===== config.mk =====
export PLATFORM = sky130hd
export DESIGN_NAME = spi_slave_port
export DESIGN_NICKNAME = d
export VERILOG_FILES = /design/src/rtl/spi_pkg.sv /design/src/rtl/spi_slave_sync.sv /design/src/rtl/spi_slave_port.sv
export SDC_FILE = /design/constraint.sdc
export NUM_CORES = 1
export LEC_CHECK = 0
export ABC_AREA = 1
export CORE_ASPECT_RATIO = 0.6
export CORE_MARGIN = 5
export CORE_UTILIZATION = 53
export CTS_CLUSTER_DIAMETER = 50
export DETAILED_ROUTE_END_ITERATION = 6
export PLACE_DENSITY = 0.76
export SLEW_MARGIN = 20
export SYNTH_ARGS = -nofsm -noshare
export SYNTH_HDL_FRONTEND = slang
export SYNTH_SLANG_ARGS = --single-unit
export TNS_END_PERCENT = 1

===== constraint.sdc =====
create_clock -name clk -period 1.95 [get_ports clk]
set_input_delay 0.195 -clock clk [delete_from_list [all_inputs] [get_ports clk]]
set_output_delay 0.195 -clock clk [all_outputs]
set_load 0.03 [all_outputs]

===== src/rtl/spi_pkg.sv =====
// spi_pkg: SPI mode constants, responder FSM encoding and bit-counter sizing.
package spi_pkg;
  localparam logic CPOL_LOW   = 1'b0;
  localparam logic CPOL_HIGH  = 1'b1;
  localparam logic CPHA_LEAD  = 1'b0;
  localparam logic CPHA_TRAIL = 1'b1;
  typedef enum logic {IDLE, ACTIVE} state_e;
  function automatic int cnt_w(input int word_len);
    return (word_len < 2) ? 1 : $clog2(word_len);
  endfunction
endpackage


===== src/rtl/spi_slave_sync.sv =====
// spi_slave_sync: 2-FF synchronizers for SCLK/CS_n/MOSI plus SCLK rise/fall pulses.
module spi_slave_sync #(
  parameter logic SclkIdle = 1'b0
) (
  input  logic clk,
  input  logic rst,
  input  logic sclk_i,
  input  logic csn_i,
  input  logic mosi_i,
  output logic csn_o,
  output logic mosi_o,
  output logic rise_o,
  output logic fall_o
);
  logic [2:0] sclk_q;
  logic [1:0] csn_q;
  logic [1:0] mosi_q;
  // Reset to the idle pin levels so leaving reset never fakes a select or an edge.
  always_ff @(posedge clk or posedge rst)
    if (rst) begin
      sclk_q <= {3{SclkIdle}};
      csn_q  <= 2'b11;
      mosi_q <= 2'b00;
    end else begin
      sclk_q <= {sclk_q[1:0], sclk_i};
      csn_q  <= {csn_q[0], csn_i};
      mosi_q <= {mosi_q[0], mosi_i};
    end
  assign csn_o  = csn_q[1];
  assign mosi_o = mosi_q[1];
  assign rise_o = sclk_q[1] & ~sclk_q[2];
  assign fall_o = ~sclk_q[1] & sclk_q[2];
endmodule


===== src/rtl/spi_slave_port.sv =====
// spi_slave_port: oversampled SPI responder with word assembly and a one-entry transmit buffer.
module spi_slave_port
  import spi_pkg::*;
#(
  parameter int   WordLen = 8,
  parameter logic CPOL    = CPOL_LOW,
  parameter logic CPHA    = CPHA_LEAD
) (
  input  logic               clk,
  input  logic               rst,
  input  logic               Sclk,
  input  logic               CsN,
  input  logic               Mosi,
  output logic               Miso,
  output logic               MisoOe,
  input  logic [WordLen-1:0] TxData,
  input  logic               TxValid,
  output logic               TxReady,
  output logic [WordLen-1:0] RxData,
  output logic               RxValid,
  output logic               TxUnderrun,
  output logic               FrameErr,
  output logic               Busy
);
  localparam int CW = cnt_w(WordLen);
  localparam logic [CW-1:0] LAST = CW'(WordLen - 1);
  logic csn_s, mosi_s, rise, fall, samp, shft, ld, acc, fin;
  state_e state_q, state_d;
  logic [CW-1:0] cnt_q, cnt_d;
  logic [WordLen-1:0] rx_sh_q, rx_sh_d, tx_sh_q, tx_sh_d, buf_q, buf_d, rx_q, rx_d;
  logic pend_q, pend_d, full_q, full_d, rxv_q, rxv_d, und_q, und_d, ferr_q, ferr_d;
  spi_slave_sync #(.SclkIdle(CPOL)) u_sync (
    .clk    (clk),
    .rst    (rst),
    .sclk_i (Sclk),
    .csn_i  (CsN),
    .mosi_i (Mosi),
    .csn_o  (csn_s),
    .mosi_o (mosi_s),
    .rise_o (rise),
    .fall_o (fall)
  );
  assign samp = (CPOL ^ CPHA) ? fall : rise;
  assign shft = (CPOL ^ CPHA) ? rise : fall;
  always_comb begin
    state_d = state_q;
    cnt_d   = cnt_q;
    rx_sh_d = rx_sh_q;
    tx_sh_d = tx_sh_q;
    pend_d  = pend_q;
    rx_d    = rx_q;
    rxv_d   = 1'b0;
    ferr_d  = 1'b0;
    ld      = 1'b0;
    fin     = 1'b0;
    if (state_q == IDLE) begin
      if (!csn_s) begin
        state_d = ACTIVE;
        cnt_d   = '0;
        pend_d  = CPHA;
        ld      = !CPHA;
      end
    end else begin
      fin = samp && (cnt_q == LAST);
      if (samp) begin
        rx_sh_d = {rx_sh_q[WordLen-2:0], mosi_s};
        cnt_d   = fin ? '0 : cnt_q + 1'b1;
        pend_d  = pend_q | fin;
        rxv_d   = fin;
        rx_d    = fin ? rx_sh_d : rx_q;
      end
      if (shft) begin
        ld     = pend_q;
        pend_d = 1'b0;
        if (!pend_q) tx_sh_d = tx_sh_q << 1;
      end
      // A word finishing in the deselect cycle still completes and is not an error.
      if (csn_s) begin
        state_d = IDLE;
        cnt_d   = '0;
        rx_sh_d = '0;
        tx_sh_d = '0;
        pend_d  = 1'b0;
        ld      = 1'b0;
        ferr_d  = (cnt_q != '0) && !fin;
      end
    end
    if (ld) tx_sh_d = full_q ? buf_q : '0;
    und_d  = ld & !full_q;
    acc    = TxValid & (!full_q | ld);
    full_d = acc | (full_q & !ld);
    buf_d  = acc ? TxData : buf_q;
  end
  always_ff @(posedge clk or posedge rst)
    if (rst) begin
      state_q <= IDLE;
      cnt_q   <= '0;
      rx_sh_q <= '0;
      tx_sh_q <= '0;
      buf_q   <= '0;
      rx_q    <= '0;
      pend_q  <= 1'b0;
      full_q  <= 1'b0;
      rxv_q   <= 1'b0;
      und_q   <= 1'b0;
      ferr_q  <= 1'b0;
    end else begin
      state_q <= state_d;
      cnt_q   <= cnt_d;
      rx_sh_q <= rx_sh_d;
      tx_sh_q <= tx_sh_d;
      buf_q   <= buf_d;
      rx_q    <= rx_d;
      pend_q  <= pend_d;
      full_q  <= full_d;
      rxv_q   <= rxv_d;
      und_q   <= und_d;
      ferr_q  <= ferr_d;
    end
  assign Busy       = state_q == ACTIVE;
  assign MisoOe     = Busy & !csn_s;
  assign Miso       = MisoOe & tx_sh_q[WordLen-1];
  assign TxReady    = !full_q;
  assign RxData     = rx_q;
  assign RxValid    = rxv_q;
  assign TxUnderrun = und_q;
  assign FrameErr   = ferr_q;
endmodule

==> parameters.txt <==
Parameter                              Value

Run
  Count of maximum capacitance violations ... 0

Clock tree
  Number of buffers inserted during clock tree synthesis ... 5
  CTS clock-pin slew for the worst setup and hold paths ... about 90 ps
  Number of H-tree levels ... 2
  Clock tree from TritonCTS ... yes
  Post CTS Setup Buffer Count ... 0
  Buffer depth of the longest clock path ... 2
  Clock insertion delay at the later pin of the skew report ... 290 ps
  Sinks on the clock net ... 47
  Cts repair resizes ... 1
  Number of hold buffers added after CTS ... 0
  Root Buffer Master ... clkbuf_8

Layout
  Total inserted antenna cells ... 0
  Proportion of layout cells with a drive suffix above 1 ... around a tenth
  Total area of multi-input combinational cells ... around 650 um2
  Nets ... 260
  Relative area change from synthesis to final layout ... 22.1%
  Area used by sequential logic in the layout ... 1180 um2
  Final non-filler cell total ... 291
  Fillers ... between 300 and 400

Floorplanning
  Standard-cell rows ... 17
  Initial Utilization ... around 54%
  Total core area ... about 3600 um2
  Vertical die dimension ... 57.0 um
  Die Span X ... 88.3 um
  Top-level port count ... 29
  Area of the die ... approximately 5000 um2

Synthesis
  Count of flip-flops with a built-in enable after synthesis ... 0
  Most used standard cell by instance count after synthesis ... nand2_1
  Post-Syn Area ... between 1500 and 2000 um2
  Register bit total from synthesis ... 47
  Share of the synthesized area in the top cell type ... just under 60%
  Top cells by count, synth ... 78 x nand2_1, 45 x dfrtp_1, 22 x inv_1, 11 x o21ai_0, 10 x nand3_1
  Synth top area cells ... dfrtp_1 58%, nand2_1 15%, inv_1 4.2%
  Synth area leader ... dfrtp_1
  Syn Nets ... ~230
  Proportion of synthesized chip area in sequential cells ... approximately three fifths
  Gate Count Post-Synth ... ~210
  Count of synthesis-stage warnings from yosys ... 0
  Most used flip-flop cell after synthesis ... dfrtp_1
  Synthesized area per cell ... 9.33 um2
  Post-synthesis async set-or-reset flop share ... 100%
  Number of library cell types mapped by synthesis ... 23

Timing
  Setup violations, final ... 0
  Fin crit share ... between 90 and 100%
  Setup Skew ... about 11 ps
  Peak clock frequency supported by timing ... 555 MHz
  Relative slew margins ... between 60% and 70%
  Number of max-slew violations in the final report ... 0
  Unrepaired setup endpoints after global routing ... no
  Transition time at the pin with the least slew margin ... between 500 and 600 ps
  Final-report hold violation count ... 0
  Final-layout setup total negative slack ... 0 ps
  Post-layout minimum cycle time ... about 1800 ps

Place
  HPWL after detailed placement ... 2.49 mm
  Placed cell count ... 283
  Number of input and output port buffers inserted ... 28
  GPL Wtd Cong ... 0.783

Outcome
  Outcome ... finished clean

Drt
  Antenna-violating nets left ... 0
  Number of DRC violations after detailed routing ... 0
  Post-Route WL ... around 3.4 mm
  Drt pass-1 iters ... 4
  Number of DRC violations after detailed-routing iteration 0 ... between 80 and 90
  DR vias ... around 1400
  Detailed-route vias per instance ... ~4.8
  Post-DR wirelength/cell ... between 10 and 15 um

GRT
  Congestion Overflow GR ... 0
  Maximum number of pins on one net before global-route repair ... 34
  Number of global-route vias before repair ... about 1300
  Total GRT Usage ... between 15 and 20%
  Antenna violations before repair ... 0
  First-pass GRT wire length ... approximately 6.0 mm

Power
  Maximum resistive drop on vdd ... 0.000439 V
  Power per cell area ... 772 nW/um2
  Leakage ... around 1.2 nW

Setup path
  Kind of start point of the critical path ... register
  Worst reg2reg path depth ... 7
  Kind of critical path ... reg -> out
  Critical path peak fanout ... 7
  CP required ... 1750 ps
  Endpoint class of the critical path ... output port
  Data arrival, critical path ... around 1600 ps

Worst hold path
  Classification of the worst-slack hold path ... in -> async
==> worst max-delay path, cell delays in order (launching register included) <==
cell and delay, ps:
dfstp_2 400, nor2_4 210, clkdlybuf4s50_1 710
==> cells by family (layout without fill, tap and decap cells) <==
logic type | Yosys count | in the layout | synth area share (%)
fa+ha+maj | 3 | 3 | 1.93
compound gates | 24 | 24 | 7.64
flops | 47 | 47 | 60.5
buf+inv | 29 | 64 | 6.03
simple gates | 106 | 106 | 23.9
==> placed cells by master, fill, tap and decap left out, types with 2 or more instances in the layout <==
cell type         n
clkbuf_8          5
clkdlybuf4s50_1  27
dfrtp_1          45
dfstp_2           2
ha_1              3
inv_1            21
inv_2             4
nand2_1          78
nand2_2           3
nand2_4           2
nand3_1          10
nand3b_1          7
nor2_1            5
o21ai_0          11
o22ai_1           7
==> flip-flops by register name, indices dropped and copies added, names as in the netlist <==
signal / cells
u_sync.mosi_q: 2
FrameErr: 1
cnt_q: 3
pend_q: 1
buf_q: 8
tx_sh_q: 8
RxData: 8
full_q: 1
u_sync.csn_q: 2
u_sync.sclk_q: 3
TxUnderrun: 1
RxValid: 1
rx_sh_q: 7
Busy: 1
==> layer usage <==
metal  share of wire [%]  GRT usage, %
met1                  55          25.4
met2                  38          19.1
met3                 5.4          4.04
met4                 1.2          5.82
met5                   0             0
==> worst paths after layout <==
check                           slack, ps                to             start
worst max-delay path                  150            MisoOe   u_sync.csn_q[1]
worst min-delay path                  180  u_sync.mosi_q[0]               rst
worst max register to register        470         RxData[5]          cnt_q[0]
worst min register to register        360  u_sync.sclk_q[1]  u_sync.sclk_q[0]
max in group asynchronous            1190   u_sync.csn_q[0]               rst
min in group clk                      330  u_sync.mosi_q[0]              Mosi
==> final cells by class <==
class	count	share of cell area [%]
Timing Repair Buffer	30	12.9
Clock buffer	6	3.05
Clock inverter	2	0.578
Multi-Input combinational cell	133	27.4
Tap cell	47	2.47
Inverter	26	4.10
Sequential cell	47	49.5
==> through the flow <==
step	power (mW)	area (um2)	setup slack [ps]	hold WS, ps	util [%]
after global routing	1.94	2380	56.5	212	65.8
after detailed placement	1.30	2300	298	338	63.5
final	1.84	2380	149	181	65.8
after floorplan	1.22	1950	252	199	-
after global placement	1.30	2300	329	333	63.5
after CTS	1.86	2380	131	193	65.8
==> report_power, final <==
part	switching [mW]	internal [mW]	leakage [nW]	total [mW]
registers	0.0374	1.03	0.615	1.07
logic	0.120	0.0867	0.528	0.206
clock network	0.308	0.253	0.0452	0.561
total	0.465	1.37	1.19	1.84
No activity file was read; power rests on OpenSTA's default activity.
